File: config.mk
export PLATFORM = sky130hd
export DESIGN_NAME = serial_subtractor_flat
export DESIGN_NICKNAME = d
export VERILOG_FILES = /design/src/rtl/serial_subtractor_if.sv /design/src/rtl/serial_subtractor.sv /design/src/flat_wrapper.sv
export SDC_FILE = /design/constraint.sdc
export NUM_CORES = 1
export LEC_CHECK = 0
export BUFFER_PORTS_ARGS = -buffer_cell sky130_fd_sc_hd__buf_2
export CAP_MARGIN = 5
export CORE_AREA = 2 2 60 77
export CTS_CLUSTER_DIAMETER = 100
export DETAILED_ROUTE_END_ITERATION = 6
export DIE_AREA = 0 0 62 79
export PLACE_DENSITY_LB_ADDON = 0.15
export SLEW_MARGIN = 0
export SYNTH_ARGS = -nofsm -noshare
export SYNTH_HDL_FRONTEND = slang
export SYNTH_SLANG_ARGS = --single-unit
File: constraint.sdc
create_clock -name clk -period 1.6 [get_ports clk]
set_input_delay 0.24 -clock clk [delete_from_list [all_inputs] [get_ports clk]]
set_output_delay 0.24 -clock clk [all_outputs]
set_load 0.05 [all_outputs]
File: src/rtl/serial_subtractor_if.sv
`default_nettype none
// ============================================================================
// Module      : serial_subtractor_if
// Description : Operand/result bundle for serial_subtractor.
//               zero/ovf exist only when SERIAL_SUB_FLAGS_EN is defined.
// Revision    : 1.0 - initial release
// ============================================================================
interface serial_subtractor_if #(
    parameter int WIDTH = 4
);
    logic             start;
    logic [WIDTH-1:0] a;
    logic [WIDTH-1:0] b;
    logic             bin;
    logic             busy;
    logic             done;
    logic [WIDTH-1:0] diff;
    logic             bout;
`ifdef SERIAL_SUB_FLAGS_EN
    logic             zero;
    logic             ovf;

    modport master (output start, a, b, bin, input busy, done, diff, bout, zero, ovf);
    modport slave  (input start, a, b, bin, output busy, done, diff, bout, zero, ovf);
`else
    modport master (output start, a, b, bin, input busy, done, diff, bout);
    modport slave  (input start, a, b, bin, output busy, done, diff, bout);
`endif
endinterface
`default_nettype wire

File: src/rtl/serial_subtractor.sv
`default_nettype none
// ============================================================================
// Module      : serial_subtractor
// Description : Bit-serial a - b - bin, LSB first, one full-subtractor cell.
//               Optional zero/ovf flags under macro SERIAL_SUB_FLAGS_EN.
// Revision    : 1.0 - initial release
// ============================================================================
module serial_subtractor #(
    parameter int WIDTH = 4
) (
    input  wire logic          clk,
    input  wire logic          rst_n,
    serial_subtractor_if.slave bus
);
    localparam int CW = $clog2(WIDTH);

    localparam logic [1:0] c_IDLE  = 2'd0;
    localparam logic [1:0] c_SHIFT = 2'd1;
    localparam logic [1:0] c_DONE  = 2'd2;

    logic [1:0]       state_q, state_d;
    logic [WIDTH-1:0] sa_q, sb_q, res_q, diff_q;
    logic [CW-1:0]    cnt_q;
    logic             br_q, bout_q;
    logic             w_d, w_br_next, w_last, w_accept;
    logic             w_busy, w_done;
    logic [WIDTH-1:0] w_res_full;

    assign w_d        = sa_q[0] ^ sb_q[0] ^ br_q;
    assign w_br_next  = (~sa_q[0] & sb_q[0]) | (~(sa_q[0] ^ sb_q[0]) & br_q);
    assign w_last     = (cnt_q == CW'(WIDTH - 1));
    assign w_res_full = {w_d, res_q[WIDTH-1:1]};
    assign w_accept   = bus.start && (state_q == c_IDLE || state_q == c_DONE);

    // State register
    always_ff @(posedge clk or negedge rst_n) begin
        if (!rst_n) state_q <= c_IDLE;
        else        state_q <= state_d;
    end

    // Next-state logic
    always_comb begin
        state_d = state_q;
        case (state_q)
            c_IDLE:  if (bus.start) state_d = c_SHIFT;
            c_SHIFT: if (w_last)    state_d = c_DONE;
            c_DONE:  state_d = bus.start ? c_SHIFT : c_IDLE;
            default: state_d = c_IDLE;
        endcase
    end

    // Output decode; both come straight from the state flops
    always_comb begin
        w_busy = 1'b0;
        w_done = 1'b0;
        case (state_q)
            c_SHIFT: w_busy = 1'b1;
            c_DONE:  w_done = 1'b1;
            default: ;
        endcase
    end

    always_ff @(posedge clk or negedge rst_n) begin
        if (!rst_n) begin
            sa_q   <= '0;
            sb_q   <= '0;
            br_q   <= 1'b0;
            res_q  <= '0;
            cnt_q  <= '0;
            diff_q <= '0;
            bout_q <= 1'b0;
        end else if (w_accept) begin
            sa_q  <= bus.a;
            sb_q  <= bus.b;
            br_q  <= bus.bin;
            res_q <= '0;
            cnt_q <= '0;
        end else if (state_q == c_SHIFT) begin
            sa_q  <= sa_q >> 1;
            sb_q  <= sb_q >> 1;
            br_q  <= w_br_next;
            res_q <= w_res_full;
            cnt_q <= cnt_q + CW'(1);
            if (w_last) begin
                diff_q <= w_res_full;
                bout_q <= w_br_next;
            end
        end
    end

`ifdef SERIAL_SUB_FLAGS_EN
    logic zero_q, ovf_q;

    // On the last SHIFT cycle sa_q[0]/sb_q[0] hold the original operand MSBs
    always_ff @(posedge clk or negedge rst_n) begin
        if (!rst_n) begin
            zero_q <= 1'b0;
            ovf_q  <= 1'b0;
        end else if (!w_accept && state_q == c_SHIFT && w_last) begin
            zero_q <= (w_res_full == '0);
            ovf_q  <= (sa_q[0] != sb_q[0]) && (w_d != sa_q[0]);
        end
    end

    assign bus.zero = zero_q;
    assign bus.ovf  = ovf_q;
`endif

    assign bus.busy = w_busy;
    assign bus.done = w_done;
    assign bus.diff = diff_q;
    assign bus.bout = bout_q;
endmodule
`default_nettype wire

File: src/flat_wrapper.sv
// flat-port wrapper written by rule: the top's interface ports become plain ports
module serial_subtractor_flat 
#(
    parameter int WIDTH = 4
)
  (clk, rst_n, bus_start, bus_a, bus_b, bus_bin, bus_busy, bus_done, bus_diff, bus_bout);
  serial_subtractor_if #(.WIDTH(WIDTH)) bus_i ();
  input  wire logic clk;
  input  wire logic rst_n;
  input wire logic [$bits(bus_i.start)-1:0] bus_start;
  input wire logic [$bits(bus_i.a)-1:0] bus_a;
  input wire logic [$bits(bus_i.b)-1:0] bus_b;
  input wire logic [$bits(bus_i.bin)-1:0] bus_bin;
  output wire logic [$bits(bus_i.busy)-1:0] bus_busy;
  output wire logic [$bits(bus_i.done)-1:0] bus_done;
  output wire logic [$bits(bus_i.diff)-1:0] bus_diff;
  output wire logic [$bits(bus_i.bout)-1:0] bus_bout;
  assign bus_i.start = bus_start;
  assign bus_i.a = bus_a;
  assign bus_i.b = bus_b;
  assign bus_i.bin = bus_bin;
  assign bus_busy = bus_i.busy;
  assign bus_done = bus_i.done;
  assign bus_diff = bus_i.diff;
  assign bus_bout = bus_i.bout;
  serial_subtractor #(.WIDTH(WIDTH)) u_core (.clk(clk), .rst_n(rst_n), .bus(bus_i));
endmodule
==> run_results.csv <==
group,metric,value,unit
critical_path,cp.depth,3,
route,firstDrtPassIters,4,
logic_synthesis,ys.flop_type,"dfrtp_1",
logic_synthesis,synth_seq_cells,21,
route,drt_wl_total,2030,µm
critical_path,cp_max_fo,9,
clock_tree,cts_root_buf,"clkbuf_8",
clock_tree,clk_latency,0.26,ns
outcome,status,"complete, no violations",
clock_tree,cts.sinks,21,
critical_path,cp_cell_sequence,"buf_4 > nor2b_1 > clkbuf_4",
critical_path,cp.arrival,1.26,ns
finish,drive_gt1_share,35.8,%
critical_path,cp_slowest_stage_delay,0.46,ns
logic_synthesis,netlist_top_cells_count,"21 x dfrtp_1, 6 x a22o_1, 6 x nor2_1",
finish,design_area,1240,µm²
place,placed_area,1190,µm²
logic_synthesis,syn_area,1010,µm²
critical_path,critPathKind,"flop to primary output",
timing,finalHoldViolCount,0,
clock_tree,cts_tree,"built",
timing,tns,0,ns
logic_synthesis,yosysUniqueCellTypes,26,
logic_synthesis,yosys.cell_count.top_type,"dfrtp_1",
timing,setup_viol,0,
worst_hold_path,hold_class,"primary input to flop",
flow_run,maxCapViolCount,0,
logic_synthesis,yosysTopAreaCell,"dfrtp_1",
critical_path,r2r-end,"u_core.res_q[3]",
global_route,grt_pass1_wl,3470,µm
timing,finClkSkew,0.00147,ns
timing,finalMaxSlewViolations,0,
die,num_rows,27,
place,gp_congestion,0.663,
critical_path,required,1.36,ns
global_route,grt.total_usage,9.61,%
clock_tree,clk_pin_slew_worst_paths,0.08,ns
logic_synthesis,ys_seq_area_share,52.0,%
critical_path,startpoint,"u_core.state_q[0]",
finish,diodes,0,
die,die_area,4900,µm²
logic_synthesis,synth-edff-count,0,
critical_path,cp-end-kind,"primary output",
die,initial_utilization,23.9,%
route,postRouteAntennaNets,0,
timing,fmax,665,MHz
route,wl_per_cell,12.2,µm
critical_path,r2r_start,"u_core.sb_q[0]",
place,dp_worst_setup_slack,0.140,ns
place,hpwlAfterDp,1480,µm
logic_synthesis,synth_nets,98,
clock_tree,max-clock-path-buffers,2,
timing,setup_ws,0.0972,ns
global_route,antenna_found_initial,0,
worst_hold_path,hp-start,"bus_a[2]",
route,drt_iter0_drc,13,
pwr,power.leakage,0.593,nW
die,die_w,62,µm
timing,rsz0062_at_grt,"no",
clock_tree,htreeDepth,1,
logic_synthesis,syn_avg_cell_area,12.0,µm²
timing,finalCriticalPeriod,1.50,ns
pwr,irDropWorstVdd,0.671,mV
place,port_buffers,18,
critical_path,path_buf_inv,2,
timing,slew_headroom,67.2,%
critical_path,cp_slowest_cell,"dfrtp_2",
route,routed-via-count,702,
route,vias_per_cell,4.20,
logic_synthesis,synth_cells,84,
finish,area_growth,23.3,%
critical_path,startpoint_type,"flop",
logic_synthesis,synthArstFlopShare,100,%
die,io_pins,19,
critical_path,cp-endpoint,"bus_done",
logic_synthesis,yosys_warnings,0,
critical_path,reg2regPathDepth,4,
global_route,grt_max_degree,22,
critical_path,rrSetupSlack,0.13,ns
logic_synthesis,synth_top_area_share,52.0,%
critical_path,path_delay_family,"flip-flops",
logic_synthesis,synth.area.top_cells,"dfrtp_1 52%, mux2_2 5.6%, a22o_1 5.2%",
die,core_area,4220,µm²
global_route,first_global_vias,721,
pwr,p_per_area,2130,nW/µm²
finish,layout.nets,124,
global_route,grt_overflow,0,
clock_tree,numCtsBuffers,3,
timing,finalCritPeriodShare,93.9,%
route,drc_errors,0,
die,die_y,79,µm
timing,worst_slew_pin_slew,0.493,ns
## metrics by stage
step / power [mW] / hold slack, ns / utilization [%] / instances
floorplan: 2.00 / -0.0556 / - / 84
global placement: 2.32 / 0.244 / 28.1 / 162
detailed placement: 2.33 / 0.236 / 28.1 / 162
CTS: 2.69 / 0.187 / 29.4 / 167
global route: 2.88 / 0.191 / 29.5 / 167
finish: 2.65 / 0.194 / 29.5 / 167
## layout by cell type (no fill, tap or decap)
| cell type | Yosys | final |
|---|---|---|
| nand2b_4 | 1 | 1 |
| nand2_1 | 2 | 2 |
| buf_2 | 1 | 17 |
| xnor2_1 | 1 | 1 |
| inv_1 | 4 | 4 |
| nand3_1 | 2 | 2 |
| nor2b_2 | 1 | 1 |
| a22oi_1 | 1 | 1 |
| nor3_1 | 3 | 3 |
| mux2_2 | 5 | 5 |
| clkbuf_1 | 0 | 1 |
| o22ai_1 | 3 | 3 |
| ha_1 | 1 | 1 |
| dlygate4sd3_1 | 0 | 1 |
| nand3b_4 | 1 | 1 |
| mux2_4 | 3 | 3 |
| nand2b_1 | 1 | 1 |
| o21ai_0 | 3 | 3 |
| clkbuf_4 | 0 | 1 |
| a22o_1 | 6 | 6 |
| nor2_1 | 6 | 6 |
| mux2i_1 | 3 | 3 |
| a211oi_1 | 3 | 3 |
| dfrtp_2 | 0 | 1 |
| buf_4 | 2 | 6 |
| clkbuf_8 | 0 | 3 |
| dfrtp_1 | 21 | 20 |
| nor2b_1 | 4 | 4 |
| a21oi_1 | 4 | 4 |
| fa_1 | 1 | 1 |
## layout make-up
cell class,instances,area (µm²)
sequential,21,527
timing repair buffer,25,148
tap,58,72.6
inverter,4,15.0
fill,453,2980
multi-input combinational,55,438
clock buffer,4,45.0
## registers in the layout, indices dropped and copies added (netlist names)
name and flops:
u_core.cnt_q 2, u_core.bus.bout 1, u_core.state_q 2, u_core.sb_q 4
u_core.br_q 1, u_core.sa_q 4, u_core.bus.diff 4, u_core.res_q 3
## how the worst min path moves through the flow
stage,slack (ns),endpoint,cells past startpoint
final,0.19,u_core.sa_q[2],3
after global routing,0.19,u_core.sa_q[2],3
after CTS,0.19,u_core.sa_q[2],3
after detailed placement,0.24,u_core.bus.diff[0],1
after global placement,0.24,u_core.state_q[1],1
after floorplan,-0.06,u_core.br_q,0
## cell families after synthesis
logic type / share of synthesized area, %
AND/OR/NAND/NOR: 12.8
flip-flops: 52.0
AO/OA/AOI/OAI: 13.5
multiplexers: 13.0
buffers and inverters: 4.58
adder cells (fa/ha/maj): 3.22
XOR/XNOR: 0.868
## power breakdown
part           internal (mW)  switching [mW]  leakage (nW)  total (mW)
Clock                  0.177           0.172        0.0228       0.349
Combinational          0.622           0.722         0.311        1.34
Sequential             0.777           0.181         0.260       0.958
## worst min-delay path: cells and delay by family
family | cells | cell delay [ns]
buffers and inverters | 1 | 0.07
AOI/OAI and AO/OA | 1 | 0.05
and+or+nand+nor | 1 | 0.05
## routing by layer
layer | share of wire, % | GRT usage [%]
met3 | 3.5 | 1.95
met4 | 0.84 | 4.47
met5 | 0 | 0
met1 | 48 | 12.8
met2 | 47 | 14.5
## repair_timing
| action | in CTS | in global routing |
|---|---|---|
| hold buffers | 1 | 0 |
| endpoints found under the hold margin | 21 | 0 |
| setup endpoints to repair | 0 | 1 |
| gates resized for setup | 0 | 2 |
| setup buffers | 0 | 0 |
No activity file was read; power rests on OpenSTA's default activity.
